File: config.mk
export PLATFORM = sky130hd
export DESIGN_NAME = line_pulse_decoder_flat
export DESIGN_NICKNAME = d
export VERILOG_FILES = /design/src/rtl/line_pulse_if.sv /design/src/rtl/line_pulse_decoder.sv /design/src/flat_wrapper.sv
export SDC_FILE = /design/constraint.sdc
export NUM_CORES = 1
export LEC_CHECK = 0
export BUFFER_PORTS_ARGS = -buffer_cell sky130_fd_sc_hd__buf_4
export CAP_MARGIN = 40
export CORE_AREA = 5 5 81 83
export CTS_CLUSTER_DIAMETER = 60
export DETAILED_ROUTE_END_ITERATION = 6
export DIE_AREA = 0 0 86 88
export GPL_ROUTABILITY_DRIVEN = 0
export SETUP_SLACK_MARGIN = 0.15
export SLEW_MARGIN = 10
export SYNTH_ARGS = -nofsm -noshare
export SYNTH_HDL_FRONTEND = slang
export SYNTH_SLANG_ARGS = --single-unit
File: constraint.sdc
create_clock -name clk -period 2.2 [get_ports clk]
set_input_delay 0.22 -clock clk [delete_from_list [all_inputs] [get_ports clk]]
set_output_delay 0.22 -clock clk [all_outputs]
set_load 0.02 [all_outputs]
File: src/rtl/line_pulse_if.sv
// Receive-side line-code bus: code handshake in, decoded one-hot lines and status out.
interface line_pulse_if;
    logic        in_valid;
    logic        in_ready;
    logic [3:0]  in_code;
    logic        in_none;
    logic [15:0] out_lines;
    logic        out_active;
    logic        busy;

    modport master (
        output in_valid, in_code, in_none,
        input  in_ready, out_lines, out_active, busy
    );

    modport slave (
        input  in_valid, in_code, in_none,
        output in_ready, out_lines, out_active, busy
    );
endinterface

File: src/rtl/line_pulse_decoder.sv
// Buffers 4-bit line codes in a FIFO and replays each as a one-hot 16-line pulse
// of HOLD_CYCLES width, optionally followed by GAP_CYCLES of all-zero output.
module line_pulse_decoder #(
    parameter int unsigned HOLD_CYCLES = 4,
    parameter int unsigned GAP_CYCLES  = 1,
    parameter int unsigned FIFO_DEPTH  = 4
) (
    input  logic         clk,
    input  logic         rst,
    line_pulse_if.slave  bus
);

    localparam int unsigned LINES_W   = 16;
    localparam int unsigned ENTRY_W   = 5;
    localparam int unsigned MAX_HG    = (HOLD_CYCLES > GAP_CYCLES) ? HOLD_CYCLES : GAP_CYCLES;
    localparam int unsigned TW        = $clog2(MAX_HG + 1);
    localparam int unsigned PW        = $clog2(FIFO_DEPTH);
    localparam int unsigned CW        = PW + 1;
    localparam int unsigned HOLD_LOAD = HOLD_CYCLES - 1;
    localparam int unsigned GAP_LOAD  = (GAP_CYCLES > 0) ? GAP_CYCLES - 1 : 0;
    localparam bit          HAS_GAP   = (GAP_CYCLES > 0);

    typedef enum logic [1:0] {
        ST_IDLE,
        ST_HOLD,
        ST_GAP
    } state_e;

    state_e               state_q, state_d;
    logic [TW-1:0]        timer_q, timer_d;
    logic [LINES_W-1:0]   lines_q, lines_d;
    logic                 active_q, active_d;
    logic [PW-1:0]        wr_ptr_q, wr_ptr_d;
    logic [PW-1:0]        rd_ptr_q, rd_ptr_d;
    logic [CW-1:0]        count_q, count_d;
    logic [ENTRY_W-1:0]   fifo_q [FIFO_DEPTH];

    logic                 push;
    logic                 pop;
    logic [ENTRY_W-1:0]   head;
    logic [LINES_W-1:0]   head_lines;

    // Ready depends on occupancy only, so a full FIFO never accepts even while popping.
    assign bus.in_ready = !rst && (count_q < CW'(FIFO_DEPTH));
    assign push         = bus.in_valid && bus.in_ready;

    assign head       = fifo_q[rd_ptr_q];
    assign head_lines = head[4] ? '0 : (LINES_W'(1) << head[3:0]);

    assign bus.out_lines  = lines_q;
    assign bus.out_active = active_q;
    assign bus.busy       = (state_q != ST_IDLE) || (count_q != '0);

    // Pulse sequencer: pops the head entry when starting a pulse.
    always_comb begin
        state_d  = state_q;
        timer_d  = timer_q;
        lines_d  = lines_q;
        active_d = active_q;
        pop      = 1'b0;

        unique case (state_q)
            ST_IDLE: begin
                if (count_q != '0) begin
                    pop      = 1'b1;
                    lines_d  = head_lines;
                    active_d = 1'b1;
                    timer_d  = TW'(HOLD_LOAD);
                    state_d  = ST_HOLD;
                end
            end
            ST_HOLD: begin
                if (timer_q != '0) begin
                    timer_d = timer_q - TW'(1);
                end else if (HAS_GAP) begin
                    lines_d  = '0;
                    active_d = 1'b0;
                    timer_d  = TW'(GAP_LOAD);
                    state_d  = ST_GAP;
                end else if (count_q != '0) begin
                    pop      = 1'b1;
                    lines_d  = head_lines;
                    active_d = 1'b1;
                    timer_d  = TW'(HOLD_LOAD);
                end else begin
                    lines_d  = '0;
                    active_d = 1'b0;
                    state_d  = ST_IDLE;
                end
            end
            ST_GAP: begin
                if (timer_q != '0) begin
                    timer_d = timer_q - TW'(1);
                end else begin
                    state_d = ST_IDLE;
                end
            end
            default: state_d = ST_IDLE;
        endcase
    end

    // FIFO pointer and occupancy bookkeeping.
    always_comb begin
        wr_ptr_d = wr_ptr_q + PW'(push);
        rd_ptr_d = rd_ptr_q + PW'(pop);
        count_d  = count_q;
        unique case ({push, pop})
            2'b10:   count_d = count_q + CW'(1);
            2'b01:   count_d = count_q - CW'(1);
            default: count_d = count_q;
        endcase
    end

    always_ff @(posedge clk) begin
        if (rst) begin
            state_q  <= ST_IDLE;
            timer_q  <= '0;
            lines_q  <= '0;
            active_q <= 1'b0;
            wr_ptr_q <= '0;
            rd_ptr_q <= '0;
            count_q  <= '0;
        end else begin
            state_q  <= state_d;
            timer_q  <= timer_d;
            lines_q  <= lines_d;
            active_q <= active_d;
            wr_ptr_q <= wr_ptr_d;
            rd_ptr_q <= rd_ptr_d;
            count_q  <= count_d;
        end
    end

    always_ff @(posedge clk) begin
        if (rst) begin
            for (int unsigned i = 0; i < FIFO_DEPTH; i++) begin
                fifo_q[i] <= '0;
            end
        end else if (push) begin
            fifo_q[wr_ptr_q] <= {bus.in_none, bus.in_code};
        end
    end

endmodule

File: src/flat_wrapper.sv
// flat-port wrapper written by rule: the top's interface ports become plain ports
module line_pulse_decoder_flat 
#(
    parameter int unsigned HOLD_CYCLES = 4,
    parameter int unsigned GAP_CYCLES  = 1,
    parameter int unsigned FIFO_DEPTH  = 4
)
  (clk, rst, bus_in_valid, bus_in_code, bus_in_none, bus_in_ready, bus_out_lines, bus_out_active, bus_busy);
  line_pulse_if bus_i ();
  input  logic clk;
  input  logic rst;
  input wire logic [$bits(bus_i.in_valid)-1:0] bus_in_valid;
  input wire logic [$bits(bus_i.in_code)-1:0] bus_in_code;
  input wire logic [$bits(bus_i.in_none)-1:0] bus_in_none;
  output wire logic [$bits(bus_i.in_ready)-1:0] bus_in_ready;
  output wire logic [$bits(bus_i.out_lines)-1:0] bus_out_lines;
  output wire logic [$bits(bus_i.out_active)-1:0] bus_out_active;
  output wire logic [$bits(bus_i.busy)-1:0] bus_busy;
  assign bus_i.in_valid = bus_in_valid;
  assign bus_i.in_code = bus_in_code;
  assign bus_i.in_none = bus_in_none;
  assign bus_in_ready = bus_i.in_ready;
  assign bus_out_lines = bus_i.out_lines;
  assign bus_out_active = bus_i.out_active;
  assign bus_busy = bus_i.busy;
  line_pulse_decoder #(.HOLD_CYCLES(HOLD_CYCLES), .GAP_CYCLES(GAP_CYCLES), .FIFO_DEPTH(FIFO_DEPTH)) u_core (.clk(clk), .rst(rst), .bus(bus_i));
endmodule
### After elaboration in Yosys (flattened, before gate mapping)

Memories as Yosys holds them, arrays and structs flattened. A register that Yosys moved wholly into a read port is not among the register bits.
Index checks and enable logic that the tools add are counted.

* input bits: 8
* logic and storage cells: 65
* memory bits (read-only): 0
* bits in latches: 0
* bits in registers: 29
* memories kept: 1
* bits in writable memories: 20

Memory list
* u_core.fifo_q: depth 4, width 5, rd ports 1, clocked after Yosys merged registers in 1, write ports 4, RTL line line_pulse_decoder.sv:36 `logic [ENTRY_W-1:0] fifo_q [FIFO_DEPTH];`

* shift-type cells: 1
* multiply operators: 0
* add/sub/neg operators: 5
* $lt $le $gt $ge: 1
* bitwise logic cells: 0
* multiplexer cells: 27
* eq/ne operators: 8
* div/mod/pow operators: 0
* reduce and logical (&&, ||, !) cells: 15

Operators by type and width (count)
* $mux W16: 3
* $pmux W16 S2: 1
* $shl A1 B4 Y16 const A: 1
* $mux W1: 10
* $mux W2: 5
* $mux W3: 3
* $pmux W3 S3: 1
* $reduce_and A3 Y1: 3
* $reduce_bool A3 Y1: 3
* $pmux W2 S3: 1
* $pmux W3 S2: 1
* $reduce_bool A2 Y1: 3
* $sub A3 B1 Y3 const B: 2
* $mux W5: 1
* $reduce_or A5 Y1: 1
* $add A2 B1 Y2: 2
* $eq A2 B1 Y1 const B: 2
* $eq A2 B2 Y1 const B: 2
* $ne A2 B1 Y1 const B: 2
* $ne A2 B2 Y1 const B: 2
* $add A3 B1 Y3 const B: 1
* $lt A3 B3 Y1 const B: 1
* $logic_and A1 B1 Y1: 2
* $logic_not A2 Y1: 1
* other kinds (3): 3

### Longest topological paths before layout

Gate-level depths: netlist of run 1.

* word-level depth: 8
* depth in mapped cells: 10
* mapped depth without buffers: 10

### Least setup slack after synthesis of run 1

Ideal clock, no wire load.

* path type: reg2reg
* from: register u_core.state_q[0]
* to: register u_core.count_q[2]
* data required time: 2129 ps
* clock period less this slack: 2087 ps
* data arrival time: 2017 ps
* path slack: 113 ps
* buffers on the path: 0
* cell stages (with the launch flop): 11
* path through: dfxtp_1 > inv_1 > ha_1 > o31ai_1 > inv_1 > ha_1 > inv_1 > fa_1 > xor2_1 > or3_1 > a21oi_1

* longest elaborated chain between the ends: 4
* elaborated cells between the ends (all ways): 6
* those cells by class: eq/ne: 2; mux: 2; reduce/logical: 2

Ends and longest elaborated chain
* start: declaration: RTL line line_pulse_decoder.sv:29 `state_e state_q, state_d;`
* start signal: assignment: RTL line line_pulse_decoder.sv:124 `state_q <= state_d;`
* $logic_not A2 Y1 (*): RTL line line_pulse_decoder.sv:62 `unique case (state_q)`
* $mux W1 (*)
* $eq A2 B1 Y1 / $eq A2 B2 Y1 (equally long branches): RTL line line_pulse_decoder.sv:107 `unique case ({push, pop})`
* $pmux W3 S2 / $reduce_bool A2 Y1 (equally long branches)
* end signal: assignment: RTL line line_pulse_decoder.sv:130 `count_q <= count_d;`
* end: declaration: RTL line line_pulse_decoder.sv:35 `logic [CW-1:0] count_q, count_d;`

Every way passes the cells marked *; elsewhere a longest branch is shown, timed or not.
A chain may end at the register's enable or synchronous reset.

### Final worst setup path of run 1

* from: register u_core.state_q[1]
* to: output bus_busy

* longest elaborated chain between the ends: 2

Ends and longest elaborated chain
* $reduce_bool A2 Y1: RTL line line_pulse_decoder.sv:52 `assign bus.busy = (state_q != ST_IDLE) || (count_q != '0);`
* $logic_or A1 B1 Y1: RTL line line_pulse_decoder.sv:52
* end: declaration: RTL line flat_wrapper.sv:18 `output wire logic [$bits(bus_i.busy)-1:0] bus_busy;`

No other way between the ends.

==> qor.csv, run 1 <==
metric,value,unit
setup_tns,0,ns
synth.distinct_cells,42,
first_pass_iters,4,
finalHoldViolations,0,
clk_path_buf_depth,2,
io_buffers,26,
area_growth,24.2,%
yosysTopAreaCell,edfxtp_1,
busiest_layer,met2,
reg2reg_slack,0.24,ns
ioPinCount,27,
htree_levels,2,
instances_no_fill,309,
vdd.ir_drop.worst,492,uV
met2_usage,0.206,
p_total,3340,uW
max_freq,499,MHz
insertion_delay,0.31,ns
ys.warnings.count,0,
use_met1,0.151,
coreArea,5780,um^2
seq_area_frac_synth,0.529,
power.density,1200,nW/um^2
clockRootBuffer,clkbuf_8,
cts_hold_buf,0,
synth-edff-count,20,
finalClockSkew,0.0129,ns
worst_pin_slew,0.347,ns
grt_overflow,0,
critPathArrivalTime,1.78,ns
avgSynthCellArea,11.7,um^2
p_comb_frac,0.454,
ys.flop_type,dfxtp_1,
finalSetupViolCount,0,
fin_crit,2.00,ns
mostFrequentLayoutCells,"buf_4 (42), dfxtp_1 (25), and2_1 (22), edfxtp_1 (20), nor2_1 (16)",
netlist_area,2230,um^2
hold_class,in2reg,
initial_utilization,0.386,
dieWidth,86,um
track_usage,0.121,
die_area,7570,um^2
avgViaCountPerCell,4.95,
syn_inst,190,
clock-sinks,49,
drv_cap,0,
async_flop_share,0,
pwr-share-clk,0.184,
rows,28,
leakagePower,0.00113,uW
critPathKind,reg2out,
relSlewSlack,0.769,
whs_path_depth,2,
drt_iter0_drc,51,
final_common_cell,buf_4,
totalWireLength,4.11,mm
p_int,2150,uW
critical_path_required,1.98,ns
dp_hpwl,3.03,mm
numCtsBuffers,5,
r2r-start,u_core.state_q[1],
status,"complete, no violations",
grt_pass1_vias,1551,
synth_top_area_frac,0.269,
netlist_top_cells_area,"edfxtp_1 (27%), dfxtp_1 (26%), and2_1 (6.2%)",
ff2ff_path_depth,12,
wl_per_cell,13.3,um
grt_first_pass_wirelength,7.27,mm
drc,0,
ys_ff_latch,49,
startpoint_type,flip-flop,
finalCritPeriodShare,0.910,
dieHeight,88,um
fin_hold_ws,0.211,ns
vias,1529,
antenna_found_initial,0,
drive_gt1_frac,0.312,
regToRegEndpoint,u_core.rd_ptr_q[0],
ant_nets,0,
worstPathMaxFanout,6,
synth_fp_nets,207,
worstSetupStartpoint,u_core.state_q[1],
switchingPower,1190,uW
cts_tree,done,
p_sw_frac,0.356,
seqPwrFrac,0.362,
rsz0062_at_grt,false,
maxSlewViolCount,0,
dp_cells,292,
grt_use_met3,0.0320,
clk_pin_slew,0.10,ns
endpoint_kind,output pin,
nets,250,
cp-endpoint,bus_busy,
num_antenna_cells,0,
grt_max_degree,25,
-- state kept, by name, summed over array words and instances (netlist names) --
| name | cells |
|---|---|
| u_core.count_q | 3 |
| u_core.timer_q | 3 |
| u_core.state_q | 2 |
| u_core.rd_ptr_q | 2 |
| u_core.wr_ptr_q | 2 |
| u_core.bus.out_lines | 16 |
| u_core.fifo_q | 20 |
| u_core.bus.out_active | 1 |
-- through the flow --
stage               worst slack [ns]  instance area [um^2]   util
finish                         0.197                  2770  0.479
global route                   0.144                  2770  0.479
CTS                            0.151                  2720  0.470
detailed placement            0.0843                  2540  0.440
global placement               0.160                  2540  0.440
floorplan                      0.152                  2230      -
-- cell type report --
| cell class | instances | area [um^2] |
|---|---|---|
| Tap cell | 75 | 93.8 |
| Inverter | 10 | 37.5 |
| Clock inverter | 2 | 15.0 |
| Multi-Input combinational cell | 125 | 1030 |
| Fill cell | 540 | 3010 |
| Sequential cell | 49 | 1190 |
| Clock buffer | 6 | 93.8 |
| Timing Repair Buffer | 42 | 315 |
-- power groups by stage --
stage,clock [uW],combinational (uW),sequential (uW)
after floorplan,0,958,1190
after global placement,0,1250,1210
after CTS,635,1430,1200
after detailed placement,0,1260,1210
after global routing,665,1710,1230
final,614,1520,1210
-- how the worst min path moves through the flow --
stage                       startpoint                      end  slack (ns)
2_1_floorplan           bus_in_code[0]      u_core.fifo_q[0][0]        0.42
5_1_grt                 bus_in_code[2]      u_core.fifo_q[1][2]        0.21
6_report                   bus_in_none      u_core.fifo_q[2][4]        0.21
3_5_place_dp   u_core.bus.out_lines[6]  u_core.bus.out_lines[6]        0.45
3_3_place_gp   u_core.bus.out_lines[6]  u_core.bus.out_lines[6]        0.46
4_1_cts                 bus_in_code[1]      u_core.fifo_q[1][1]        0.20
-- critical path, cell delays in order, from the launching register on --
cell and delay (ns):
dfxtp_2 0.35, inv_2 0.08, ha_4 0.16, buf_4 0.14
or4b_1 0.54, buf_4 0.21
-- routing by layer --
layer	up-vias	share of wire
met1	724	0.45
met4	0	0.013
met3	6	0.041
li1	776	-
met5	-	0
met2	23	0.49
-- cell usage after synthesis (2+ instances only) --
cell,instances
a21oi_1,5
clkbuf_1,4
ha_1,8
a22o_1,8
dfxtp_1,29
or2_2,3
o21ai_0,2
nor2b_1,3
nand3_1,2
edfxtp_1,20
nand2b_1,4
xor2_1,2
inv_1,10
xnor2_1,2
o2bb2ai_1,8
or3_1,2
mux4_1,4
nor2_1,16
nor3_1,7
nand3b_1,2
o211a_1,2
nand2_1,6
and2_1,22
-- cell families (layout without fill, tap and decap cells) --
group / count (synthesis) / count (layout) / share of synthesized area
and+or+nand+nor: 74 / 74 / 0.196
muxes: 6 / 6 / 0.0617
DFF: 49 / 49 / 0.529
adders and majority gates: 9 / 9 / 0.0538
buffers and inverters: 16 / 60 / 0.0308
xor gates and xnor gates: 4 / 4 / 0.0157
AOI/OAI and AO/OA: 32 / 32 / 0.113
-- repair_timing --
action                     4_1_cts  5_1_grt
setup endpoints to repair        1        4
buffers inserted                 7        2
resized for setup                5       11
pin swaps                        1        6
No activity file was read; power rests on OpenSTA's default activity.
==> run 2, diff against run 1 <==
Settings changed: CORE_AREA 5 5 81 83 to 5 5 59 114, DIE_AREA 0 0 86 88 to 0 0 64 119.
==> run 2 against run 1 <==
  * Non-clock buffer count is 2 lower
  * First-iteration DRC count is 25% higher
  * Maximum frequency is 0.14% lower
  * Setup slack worse by 0.0028 ns
  * Sequential share of layout area is 0.16 points lower
  * Clock power is 24% higher
  * Via count is 0.59% higher
  * Register-to-register slack worse by 0.05 ns
  * Combinational power is 4% higher
  * Die area is 0.63% higher
  * Wire length is 12% higher
  * Critical endpoint is now u_core.count_q[2]
  * Largest cell class unchanged
  * Highest routed layer unchanged
==> qor.csv, run 2 (same netlist as run 1, synthesis figures left out) <==
metric,value,unit
finalClockSkew,0.00390,ns
final_area,2790,um^2
dieHeight,119,um
num_antenna_cells,0,
slowest_delay,0.38,ns
critPathArrivalTime,2.23,ns
setup_tns,0,ns
totalWireLength,4.59,mm
area_growth,24.9,%
drive_gt1_frac,0.306,
hold_class,in2reg,
coreArea,5710,um^2
finalSetupViolCount,0,
multiInputGateArea,1040,um^2
p_sw_frac,0.358,
grt_max_degree,25,
cp_top_family,adder cells,
initial_utilization,0.391,
final_core_util,0.488,
maxSlewViolCount,0,
cts_tree,done,
dieWidth,64,um
vdd.ir_drop.worst,1020,uV
p_comb_frac,0.447,
min_to,u_core.fifo_q[2][1],
placed_area,2530,um^2
drt_iter0_drc,64,
endpoint_kind,flip-flop,
switchingPower,1270,uW
instances_no_fill,293,
crit_top_cell,inv_2,
ff2ff_path_depth,10,
r2r-start,u_core.state_q[1],
pwr-share-clk,0.215,
leakagePower,0.00113,uW
grt_overflow,0,
mostFrequentLayoutCells,"buf_4 (40), dfxtp_1 (25), and2_1 (22), edfxtp_1 (20), nor2_1 (16)",
ant_nets,0,
seqCellArea,1190,um^2
dp_hpwl,3.33,mm
track_usage,0.124,
fin_hold_ws,0.226,ns
drc,0,
clk_pin_slew,0.06,ns
wl_per_cell,15.7,um
htree_levels,2,
critPathSlowestCell,fa_2,
hp-start,bus_in_code[1],
fin_crit,2.01,ns
antenna_found_initial,0,
clk_path_buf_depth,2,
nets,248,
worstPathMaxFanout,3,
first_pass_iters,4,
path_cells,inv_2 > ha_4 > o31ai_4 > inv_2 > ha_2 > inv_1 > fa_2 > xor2_1 > or3_1 > a21oi_2,
p_int,2280,uW
vias,1538,
regToRegEndpoint,u_core.count_q[2],
rows,39,
insertion_delay,0.29,ns
reg2reg_slack,0.19,ns
worst_pin_slew,0.384,ns
max_freq,499,MHz
startpoint_type,flip-flop,
finalCritPeriodShare,0.912,
relSlewSlack,0.744,
avgViaCountPerCell,5.25,
whs_path_depth,2,
crit_buf_inv,3,
drv_cap,0,
power.density,1270,nW/um^2
numCtsBuffers,5,
rsz0062_at_grt,true,
grt_first_pass_wirelength,7.37,mm
grt_pass1_vias,1616,
io_buffers,26,
ioPinCount,27,
die_area,7620,um^2
dp_cells,279,
finalHoldViolations,0,
status,"complete, no violations",
fillers,533,
clock-sinks,49,
critical_path_required,2.42,ns
largest_register_ffs,20,
clockRootBuffer,clkbuf_16,
critPathKind,reg2reg,
final_common_cell,buf_4,
seqPwrFrac,0.338,
largest_register,u_core.fifo_q,
run 2: worst max path at each step:
stage / end / cells after the start / slack (ns) / start
2_1_floorplan: u_core.count_q[2] / 10 / 0.15 / u_core.state_q[1]
4_1_cts: u_core.count_q[2] / 10 / 0.15 / u_core.state_q[0]
3_5_place_dp: u_core.count_q[2] / 10 / 0.09 / u_core.state_q[1]
6_report: u_core.count_q[2] / 10 / 0.19 / u_core.state_q[1]
5_1_grt: u_core.count_q[2] / 10 / 0.12 / u_core.state_q[1]
3_3_place_gp: u_core.count_q[2] / 10 / 0.14 / u_core.state_q[1]
run 2: metal layers:
layer	GRT usage	vias to the layer above	wire length, um
met5	0	-	0
met4	0.0728	0	148
met3	0.0282	10	173
met2	0.242	28	2760
met1	0.108	729	1510
li1	-	771	-
run 2: power by group through the flow:
stage / combinational [uW] / clock (uW) / sequential [uW]
floorplan: 958 / 0 / 1190
global placement: 1300 / 0 / 1190
detailed placement: 1310 / 0 / 1190
CTS: 1470 / 783 / 1180
global route: 1740 / 816 / 1220
finish: 1580 / 761 / 1200
run 2: metrics by stage:
stage	total power (uW)	setup slack, ns
2_1_floorplan	2150	0.152
3_3_place_gp	2490	0.141
3_5_place_dp	2500	0.0936
4_1_cts	3440	0.152
5_1_grt	3780	0.124
6_report	3550	0.194
run 2: final cells by class:
type	count	area share
Multi-Input combinational cell	125	0.372
Clock inverter	3	0.00808
Inverter	10	0.0135
Timing Repair Buffer	40	0.108
Sequential cell	49	0.426
Tap cell	61	0.0274
Clock buffer	5	0.0449
run 2: what timing repair did:
item / CTS / global route
endpoints found under the setup margin: 1 / 4
hold buffers: 0 / 0
resized for setup: 6 / 11
setup buffers: 6 / 0
pin swaps: 1 / 3
